File: src/rtl/fetch_unit.sv
// Instruction fetch unit: one outstanding request to instruction memory,
// a single held instruction for decode, and redirect/flush handling.
//
// state   | meaning
// --------+-------------------------------------------------------------
// S_IDLE  | just out of reset, request starts next cycle
// S_REQ   | imem_req asserted at fetch_pc, waiting for grant
// S_WAIT  | request granted, waiting for read data
// S_VALID | instruction held and presented to decode
// S_DROP  | granted request was flushed, discard its read data
module fetch_unit #(
  parameter logic [31:0] RESET_PC  = 32'h0000_0000,
  parameter logic [31:0] NOP_INSTR = 32'h0000_0013
) (
  input  logic        clk,
  input  logic        reset_n,
  output logic        imem_req,
  output logic [31:0] imem_addr,
  input  logic        imem_gnt,
  input  logic        imem_rvalid,
  input  logic [31:0] imem_rdata,
  output logic [31:0] instr,
  output logic [31:0] pc,
  output logic [31:0] pc_plus4,
  output logic        instr_valid,
  input  logic        instr_ready,
  input  logic        redirect,
  input  logic [31:0] redirect_pc
);

  typedef enum logic [2:0] {
    S_IDLE,
    S_REQ,
    S_WAIT,
    S_VALID,
    S_DROP
  } state_t;

  state_t      state_q, state_d;
  logic [31:0] fetch_pc_q, fetch_pc_d;
  logic [31:0] pc_q;
  logic [31:0] instr_q;
  logic        load_instr;
  logic [31:0] redirect_tgt;

  // Low address bits of the redirect target are dropped to keep fetches word aligned.
  assign redirect_tgt = redirect_pc & 32'hFFFF_FFFC;

  // Next-state, next fetch address and instruction-capture decision.
  always_comb begin
    state_d    = state_q;
    fetch_pc_d = fetch_pc_q;
    load_instr = 1'b0;
    case (state_q)
      S_IDLE: begin
        state_d = S_REQ;
      end
      S_REQ: begin
        if (redirect) begin
          fetch_pc_d = redirect_tgt;
          // A granted request is already in flight; its data must be dropped.
          state_d    = imem_gnt ? S_DROP : S_REQ;
        end else if (imem_gnt) begin
          state_d = S_WAIT;
        end
      end
      S_WAIT: begin
        if (redirect) begin
          fetch_pc_d = redirect_tgt;
          state_d    = imem_rvalid ? S_REQ : S_DROP;
        end else if (imem_rvalid) begin
          load_instr = 1'b1;
          state_d    = S_VALID;
        end
      end
      S_VALID: begin
        if (redirect) begin
          fetch_pc_d = redirect_tgt;
          state_d    = S_REQ;
        end else if (instr_ready) begin
          fetch_pc_d = pc_plus4;
          state_d    = S_REQ;
        end
      end
      S_DROP: begin
        if (redirect) begin
          fetch_pc_d = redirect_tgt;
        end
        if (imem_rvalid) begin
          state_d = S_REQ;
        end
      end
      default: begin
        state_d = S_IDLE;
      end
    endcase
  end

  // State and fetch address registers.
  always_ff @(posedge clk or negedge reset_n) begin
    if (!reset_n) begin
      state_q    <= S_IDLE;
      fetch_pc_q <= RESET_PC;
    end else begin
      state_q    <= state_d;
      fetch_pc_q <= fetch_pc_d;
    end
  end

  // Capture the returned instruction together with the address it was fetched from.
  always_ff @(posedge clk or negedge reset_n) begin
    if (!reset_n) begin
      pc_q    <= RESET_PC;
      instr_q <= NOP_INSTR;
    end else if (load_instr) begin
      pc_q    <= fetch_pc_q;
      instr_q <= imem_rdata;
    end
  end

  assign imem_req    = (state_q == S_REQ);
  assign imem_addr   = fetch_pc_q & 32'hFFFF_FFFC;
  assign instr_valid = (state_q == S_VALID);
  assign instr       = instr_valid ? instr_q : NOP_INSTR;
  assign pc          = pc_q;
  assign pc_plus4    = pc_q + 32'd4;

endmodule

File: config.mk
export PLATFORM = sky130hd
export DESIGN_NAME = fetch_unit
export DESIGN_NICKNAME = d
export VERILOG_FILES = /design/src/rtl/fetch_unit.sv
export SDC_FILE = /design/constraint.sdc
export NUM_CORES = 1
export LEC_CHECK = 0
export BUFFER_PORTS_ARGS = -buffer_cell sky130_fd_sc_hd__buf_2
export CORE_MARGIN = 2
export CORE_UTILIZATION = 53
export CTS_CLUSTER_SIZE = 10
export DETAILED_ROUTE_END_ITERATION = 10
export GPL_TIMING_DRIVEN = 0
export HOLD_SLACK_MARGIN = 0.06
export PLACE_DENSITY = 0.82
export SYNTH_ARGS = -nofsm -noshare
export SYNTH_HDL_FRONTEND = slang
export SYNTH_SLANG_ARGS = --single-unit
File: constraint.sdc
create_clock -name clk -period 3.5 [get_ports clk]
set_input_delay 0.525 -clock clk [delete_from_list [all_inputs] [get_ports clk]]
set_output_delay 0.525 -clock clk [all_outputs]
set_load 0.01 [all_outputs]
; After elaboration in Yosys (flattened, before gate mapping)
; Cells that the tools add are included.
[op_classes]
n_addsub = 1
eq_ne = 9
muxes = 18
n_reduce_logical = 5
[ops]
columns = cell, count
row1 = $mux W32, 4
row2 = $pmux W32 S2, 1
row3 = $add A32 B3 Y32 const B, 1
row4 = $mux W3, 9
row5 = $pmux W3 S5, 1
row6 = $eq A3 B2 Y1 const B, 2
row7 = $ne A3 B1 Y1 const B, 2
row8 = $reduce_and A4 Y1, 1
row9 = $eq A3 B1 Y1 const B, 1
row10 = $eq A3 B3 Y1 const B, 1
row11 = $logic_not A3 Y1, 1
row12 = $mux W1, 3
row13 = $ne A3 B3 Y1 const B, 1
row14 = $reduce_and A3 Y1, 1
row15 = $reduce_or A3 Y1, 1
row16 = $ne A2 B1 Y1 const B, 1
row17 = $ne A2 B2 Y1 const B, 1
row18 = $reduce_bool A2 Y1, 1
[totals]
register_bits = 99
inputBits = 70
out_inout_bits = 130
wordCells = 37

; Logic depth before layout (Yosys ltp)
; Gate-level depths: netlist of run 1.
[logic_depth]
word_depth = 4
mapped_depth = 7
mapped_depth_nobuf = 6

; Least setup slack after synthesis of run 1
; No wires, ideal clock.
[synth_timing]
path_type = reg-to-output
startpoint = register pc_q[2] (netlist: pc[2])
endpoint = output pc_plus4[22]
t_arrival_ns = 1.927
required_ns = 2.975
setup_slack_ns = 1.048
stages_incl_launch_ff = 6
n_path_buf = 0
path_cell_list = dfrtp_1 -> ha_1 -> nand3_1 -> or3_4 -> or4_1 -> nand2_1
[synth_via]
elab_chain_len = 1
[synth_lines]
columns = element, line_no
row1 = from (decl), 41  ; logic [31:0] pc_q;
row2 = from (signal assigned), 116  ; pc_q <= fetch_pc_q;
row3 = $add A32 B3 Y32, 126  ; assign pc_plus4 = pc_q + 32'd4;
row4 = to (decl), 24  ; output logic [31:0] pc_plus4,
; No other way between the ends.

; Worst setup path after layout of run 1
; Same ends and word-level chain as after synthesis.

==> results of run 1 <==
## kinds of logic after synthesis
family                   synth area share [%]
multiplexers                             14.8
AND/OR/NAND/NOR                          15.9
flip-flops                               48.1
buffers and inverters                    7.62
adder cells (fa/ha/maj)                 0.243
XOR/XNOR                                 4.08
AO/OA/AOI/OAI                            9.19
other                                  0.0727
## worst paths after layout
check	cells past startpoint	end	from
hold reg to reg	1	instr_q[22]	instr_q[22]
setup reg to reg	6	fetch_pc_q[23]	state_q[2]
min in group clk	3	fetch_pc_q[18]	redirect_pc[18]
hold / removal	1	fetch_pc_q[14]	reset_n
setup / recovery	6	pc_plus4[22]	pc[2]
max in group asynchronous	2	instr_q[4]	reset_n
## where the power goes
group / switching, W / internal, W
Combinational: 0.00118 / 0.00113
Clock: 0.000396 / 0.000318
Sequential: 0.000413 / 0.00161
## stage by stage
step / hold WS [ps] / instance area (µm²) / util (%)
after CTS: 169 / 6520 / 68.0
after global placement: 480 / 6300 / 65.7
after detailed placement: 487 / 6330 / 66.0
after global routing: 205 / 6530 / 68.0
after floorplan: 229 / 5160 / -
final: 163 / 6530 / 68.0
## final cells by class
type,count,area (µm²)
Fill cell,785,3070
Sequential cell,99,2480
Multi-Input combinational cell,325,2290
Timing Repair Buffer,196,1010
Buffer,62,374
Clock buffer,13,169
Tap cell,133,166
Clock inverter,3,21.3
Inverter,5,18.8
Antenna cell,1,2.50
## registers in the layout (all words and copies together), names as in the netlist
register / flops
state_q: 3
pc: 32
instr_q: 32
fetch_pc_q: 32
## worst reg2reg max path, delay by kind of cell, from the launching register on
family / cells / cell delay [ps]
buffers and inverters: 2 / 560
flip-flops: 1 / 420
AO/OA/AOI/OAI: 2 / 940
AND/OR/NAND/NOR: 2 / 390
## placed cells by master, fill, tap and decap left out, types with 3 or more instances in the layout
master                     synthesis  routed
sky130_fd_sc_hd__nand2_1          43      43
sky130_fd_sc_hd__nor2_1           28      28
sky130_fd_sc_hd__nand3b_1          3       3
sky130_fd_sc_hd__a31oi_1           6       6
sky130_fd_sc_hd__a21oi_1           5       5
sky130_fd_sc_hd__clkbuf_8          0      12
sky130_fd_sc_hd__mux2_2           64      64
sky130_fd_sc_hd__o22a_1            6       6
sky130_fd_sc_hd__mux2i_1           4       4
sky130_fd_sc_hd__inv_1             5       5
sky130_fd_sc_hd__buf_4            34      35
sky130_fd_sc_hd__xor2_1           12      12
sky130_fd_sc_hd__o22ai_1           6       6
sky130_fd_sc_hd__o21ai_0          27      27
sky130_fd_sc_hd__clkbuf_1         16      17
sky130_fd_sc_hd__nor4_1            6       6
sky130_fd_sc_hd__o21a_1            6       6
sky130_fd_sc_hd__dfrtp_1          96      96
sky130_fd_sc_hd__a22o_1            4       4
sky130_fd_sc_hd__nor3_1            7       7
sky130_fd_sc_hd__xnor2_1          12      12
sky130_fd_sc_hd__and3_1           31      31
sky130_fd_sc_hd__nand3_1          11      11
sky130_fd_sc_hd__nand2b_1          5       5
sky130_fd_sc_hd__nand4_1          12      12
sky130_fd_sc_hd__buf_2            11     205
sky130_fd_sc_hd__dfstp_2           3       3
## routing by layer
metal | track usage, % | vias to the layer above
met3 | 4.88 | 16
met4 | 9.44 | 0
met5 | 0 | -
met1 | 32.3 | 2165
li1 | - | 2124
met2 | 41.8 | 171
==> reports/qor.json, run 1 <==
{
  "outcome": "completed",
  "routed_via_density": 5.35,
  "floorplan.die.height_um": 103,
  "worst_ep_required_time_ps": 2970,
  "core_area_um2": 9590,
  "cts_made_buffers": 9,
  "first_global_vias": 4209,
  "setup.worst_path.class": "reg2out",
  "maxUsedRoutingLayer": "met4",
  "grt_setup_unrepaired": "false",
  "synthToLayoutAreaGrowth_pct": 26.5,
  "synth.yosys.warnings": 0,
  "crit_path_arrival_time_ps": 2660,
  "start_util_pct": 53.8,
  "cts_max_level": 3,
  "timing.critical_path.slowest_stage_cell": "sky130_fd_sc_hd__or4_1",
  "critPathBufInv": 1,
  "timing.reg2reg.setup_slack_ps": 1090,
  "post_cts_resize_count": 0,
  "clkSlewWorstSetupHoldPaths_ps": 90,
  "postCtsHoldBufs": 0,
  "wire_length_of_the_first_global_routing_pass_um": 20400,
  "placement_rows": 36,
  "min_path_type": "in2async",
  "slowest_delay_ps": 530,
  "stdcell_count": 837,
  "synth_top_cell_by_area": "sky130_fd_sc_hd__dfrtp_1",
  "timing.critical_path.cells": "ha_1 -> nand3_1 -> or3_4 -> or4_1 -> nand2_1 -> buf_2",
  "max_slew_margin_pct": 40.6,
  "gp_congestion": 0.895,
  "tns_ps": 0,
  "dr_vias": 4476,
  "remaining_number_of_nets_flagged_by_the_antenna_check_after_routing": 0,
  "grt_start_max_net_pins": 54,
  "wirelength_um": 13300,
  "critPathTopFamily": "simple AND/OR/NAND/NOR gates",
  "nets": 769,
  "tritoncts_clock_tree": "done",
  "routed-wl-met3_um": 938,
  "die_width_um": 103,
  "synth.top_cell.area_share_pct": 46.6,
  "antenna_violations_before_repair": 1,
  "firstDrtPassIters": 4,
  "routed-wl-met2_um": 6470,
  "hold_viol": 0,
  "numClockSinks": 99,
  "yosys_register_bits": 99,
  "critPathLaunchType": "flip-flop",
  "syn_avg_cell_area_um2": 10.5,
  "power_density_nw_per_um2": 774,
  "synth.lib_cells_used.distinct": 47,
  "synth_enable_flop_cells": 0,
  "async_flop_share_pct": 100,
  "synth_flop_cell": "sky130_fd_sc_hd__dfrtp_1",
  "number_of_cells_after_detailed_placement": 820,
  "post_cts_buffers": 0,
  "fin_crit_sh_pct": 90.9,
  "dp_hpwl_um": 10000,
  "peakVddDrop_uv": 322,
  "final.setup.worst_slack_ps": 317,
  "first_iter_violations": 141,
  "die_area_um2": 10500,
  "maximum_fanout_encountered_on_the_critical_timing_path": 7,
  "setup_violations": 0,
  "syn-instance-count": 490,
  "final-max-slew-violation-count": 0,
  "synth.most_common_cell": "sky130_fd_sc_hd__dfrtp_1",
  "final_layout_size_suffix_gt1_share_pct": 46.9,
  "fin_skew_ps": 11.3,
  "clock_tree.root_cell": "sky130_fd_sc_hd__clkbuf_8",
  "synth-seq-area-share_pct": 48.1,
  "port-buffer-count": 195,
  "post-route-min-period_ps": 3180,
  "fin_total_pwr_w": 0.00505,
  "drt-met1-wl_um": 5650,
  "achievable-frequency_ghz": 0.314,
  "synth.top_cells.by_area": "sky130_fd_sc_hd__dfrtp_1, sky130_fd_sc_hd__mux2_2, sky130_fd_sc_hd__buf_4",
  "io_pins": 200,
  "mappedNetlistArea_um2": 5160,
  "actual_transition_at_the_worst_max_transition_pin_ps": 891,
  "worst_setup_path_end_kind": "primary output",
  "placement.setup.worst_slack_ps": 737,
  "cts-root-to-sink-buffers": 2,
  "p_leak_nw": 3.47,
  "drv_cap": 0,
  "overflow": 0,
  "drc_errors": 0,
  "synth_top_cells_by_count": "sky130_fd_sc_hd__dfrtp_1, sky130_fd_sc_hd__mux2_2, sky130_fd_sc_hd__nand2_1, sky130_fd_sc_hd__buf_4, sky130_fd_sc_hd__and3_1",
  "grt_usage_pct": 25.0,
  "clk-insertion-delay-late_ps": 370,
  "routed_wire_length_per_instance_um": 15.9
}
(Power assumes the default switching activity.)
==> run 2, diff against run 1 <==
--- a/config.mk
+++ b/config.mk
@@ -7,12 +7,13 @@
 export LEC_CHECK = 0
 export BUFFER_PORTS_ARGS = -buffer_cell sky130_fd_sc_hd__buf_2
 export CORE_MARGIN = 2
-export CORE_UTILIZATION = 53
+export CORE_UTILIZATION = 55
+export CTS_BUF_LIST = sky130_fd_sc_hd__clkbuf_8
 export CTS_CLUSTER_SIZE = 10
 export DETAILED_ROUTE_END_ITERATION = 10
 export GPL_TIMING_DRIVEN = 0
 export HOLD_SLACK_MARGIN = 0.06
-export PLACE_DENSITY = 0.82
+export PLACE_DENSITY = 0.85
 export SYNTH_ARGS = -nofsm -noshare
 export SYNTH_HDL_FRONTEND = slang
 export SYNTH_SLANG_ARGS = --single-unit
==> reports/qor.json, run 2 (synthesis gave the netlist of run 1 again) <==
{
  "outcome": "completed",
  "worst_r2r_startpoint": "state_q[2]",
  "timing.critical_path.cells": "ha_1 -> nand3_1 -> or3_4 -> or4_1 -> nand2_1 -> buf_2",
  "multi_input_area": {"value": 2290, "unit": "µm²", "change": "unchanged"},
  "mostFrequentLayoutCell": "sky130_fd_sc_hd__buf_2",
  "wirelength": {"value": 13900, "unit": "µm", "change": "+4.5%"},
  "peakVddDrop": {"value": 381, "unit": "µV", "change": "+18%"},
  "layout_common_cells": "sky130_fd_sc_hd__buf_2, sky130_fd_sc_hd__dfrtp_1, sky130_fd_sc_hd__mux2_2, sky130_fd_sc_hd__nand2_1, sky130_fd_sc_hd__buf_4",
  "io_pins": {"value": 200, "change": "unchanged"},
  "fillCellCount": {"value": 708, "change": "-9.8%"},
  "final_layout_size_suffix_gt1_share": {"value": 46.9, "unit": "%", "change": "-0.076 points"},
  "cts-root-to-sink-buffers": {"value": 2, "change": "unchanged"},
  "slowest_delay": {"value": 530, "unit": "ps", "change": "about the same"},
  "placement_rows": {"value": 35, "change": "-2.8%"},
  "post-route-min-period": {"value": 3190, "unit": "ps", "change": "+4.11 ps"},
  "post_cts_resize_count": {"value": 0, "change": "unchanged"},
  "cts_max_level": {"value": 3, "change": "unchanged"},
  "synthToLayoutAreaGrowth": {"value": 26.5, "unit": "%", "change": "about the same"},
  "first_global_vias": {"value": 4502, "change": "+7.0%"},
  "final-max-slew-violation-count": {"value": 0, "change": "unchanged"},
  "firstDrtPassIters": {"value": 5, "change": "+1"},
  "grt_setup_unrepaired": "false",
  "tritoncts_clock_tree": "done",
  "cts_made_buffers": {"value": 9, "change": "unchanged"},
  "gp_congestion": {"value": 0.863, "change": "-3.6%"},
  "timing.critical_path.slowest_stage_cell": "sky130_fd_sc_hd__or4_1",
  "overflow": {"value": 0, "change": "unchanged"},
  "crit_path_arrival_time": {"value": 2660, "unit": "ps", "change": "about the same"},
  "nets": {"value": 769, "change": "unchanged"},
  "timing.reg2reg.worst_path_depth": {"value": 6, "change": "unchanged"},
  "floorplan.die.height": {"value": 101, "unit": "µm", "change": "-1.8%"},
  "tns": {"value": 0, "unit": "ps", "change": "unchanged"},
  "worst_setup_path_end_kind": "primary output",
  "maximum_fanout_encountered_on_the_critical_timing_path": {"value": 7, "change": "unchanged"},
  "fin_skew": {"value": 17.0, "unit": "ps", "change": "+5.73 ps"},
  "dp_hpwl": {"value": 10400, "unit": "µm", "change": "+3.5%"},
  "critPathTopFamily": "simple AND/OR/NAND/NOR gates",
  "p_leak": {"value": 3.48, "unit": "nW", "change": "+0.29%"},
  "fin_crit_sh": {"value": 91.1, "unit": "%", "change": "+0.12 points"},
  "drv_cap": {"value": 0, "change": "unchanged"},
  "hold_viol": {"value": 0, "change": "unchanged"},
  "worst_ep_required_time": {"value": 2970, "unit": "ps", "change": "about the same"},
  "setup_violations": {"value": 0, "change": "unchanged"},
  "start_util": {"value": 56.3, "unit": "%", "change": "+2.6 points"},
  "clock_tree.root_cell": "sky130_fd_sc_hd__clkbuf_8",
  "die_width": {"value": 101, "unit": "µm", "change": "-1.8%"},
  "numClockSinks": {"value": 99, "change": "unchanged"},
  "port-buffer-count": {"value": 195, "change": "unchanged"},
  "routed_wire_length_per_instance": {"value": 17.0, "unit": "µm", "change": "+7.5%"},
  "achievable-frequency": {"value": 0.314, "unit": "GHz", "change": "-0.13%"},
  "first_iter_violations": {"value": 171, "change": "+21%"},
  "critPathLaunchType": "flip-flop",
  "grt_start_max_net_pins": {"value": 53, "change": "-1.9%"},
  "drc_errors": {"value": 0, "change": "unchanged"},
  "setup.worst_path.class": "reg2out",
  "clkSlewWorstSetupHoldPaths": {"value": 100, "unit": "ps", "change": "about the same"},
  "min_path_type": "in2async",
  "dr_vias": {"value": 4603, "change": "+2.8%"},
  "fin_total_pwr": {"value": 0.00519, "unit": "W", "change": "+2.7%"},
  "power_density": {"value": 795, "unit": "nW/µm²", "change": "+2.8%"},
  "max_slew_margin": {"value": 42.1, "unit": "%", "change": "+1.5 points"},
  "remaining_number_of_nets_flagged_by_the_antenna_check_after_routing": {"value": 0, "change": "unchanged"},
  "post_cts_buffers": {"value": 0, "change": "unchanged"},
  "wire_length_of_the_first_global_routing_pass": {"value": 21700, "unit": "µm", "change": "+6.3%"},
  "clk-insertion-delay-late": {"value": 360, "unit": "ps", "change": "about the same"},
  "die_area": {"value": 10200, "unit": "µm²", "change": "-3.5%"},
  "postCtsHoldBufs": {"value": 0, "change": "unchanged"},
  "regArea": {"value": 2480, "unit": "µm²", "change": "unchanged"},
  "grt_usage": {"value": 27.4, "unit": "%", "change": "+2.4 points"},
  "timing.reg2reg.setup_slack": {"value": 1140, "unit": "ps", "change": "+50 ps"},
  "routed_via_density": {"value": 5.65, "change": "+5.7%"},
  "critPathBufInv": {"value": 1, "change": "unchanged"},
  "core_area": {"value": 9150, "unit": "µm²", "change": "-4.6%"},
  "actual_transition_at_the_worst_max_transition_pin": {"value": 869, "unit": "ps", "change": "-22.4 ps"},
  "timing.rr.end": "fetch_pc_q[23]",
  "antenna_violations_before_repair": {"value": 1, "change": "unchanged"}
}
==> run 2: worst max-delay path by stage <==
stage	endpoint	startpoint	depth (start not counted)	slack, ps
after floorplan	pc_plus4[22]	pc[2]	5	1050
after detailed placement	pc_plus4[22]	pc[2]	6	740
after global routing	pc_plus4[22]	pc[2]	6	140
after global placement	pc_plus4[22]	pc[2]	6	750
after CTS	pc_plus4[22]	pc[2]	6	330
final	pc_plus4[22]	pc[2]	6	310
==> run 2: through the flow <==
step | cells | util (%) | setup slack (ps) | area [µm²] | hold WS [ps]
2_1_floorplan | 491 | - | 1050 | 5160 | 229
3_3_place_gp | 797 | 68.6 | 751 | 6280 | 480
3_5_place_dp | 798 | 68.9 | 735 | 6310 | 487
4_1_cts | 813 | 71.3 | 328 | 6520 | 193
5_1_grt | 814 | 71.3 | 135 | 6530 | 199
6_report | 814 | 71.3 | 313 | 6530 | 165
==> run 2: routing by layer <==
metal	track usage [%]	wire length [µm]	up-vias
met2	46.3	6770	238
met4	11.0	324	0
li1	-	-	2122
met1	35.0	5620	2217
met3	4.79	1150	26
met5	0	0	-
==> run 2: layout make-up <==
type	instances	area share (%)
Buffer	62	5.73
Antenna cell	1	0.0384
Multi-Input combinational cell	325	35.1
Clock buffer	10	2.11
Clock inverter	5	1.21
Sequential cell	99	38.0
Inverter	5	0.288
Tap cell	111	2.13
Timing Repair Buffer	196	15.4
==> run 2: where the power goes <==
part	total [W]	switching, W	internal [W]
Combinational	0.00235	0.00121	0.00114
Clock	0.000807	0.000391	0.000416
Sequential	0.00204	0.000424	0.00161
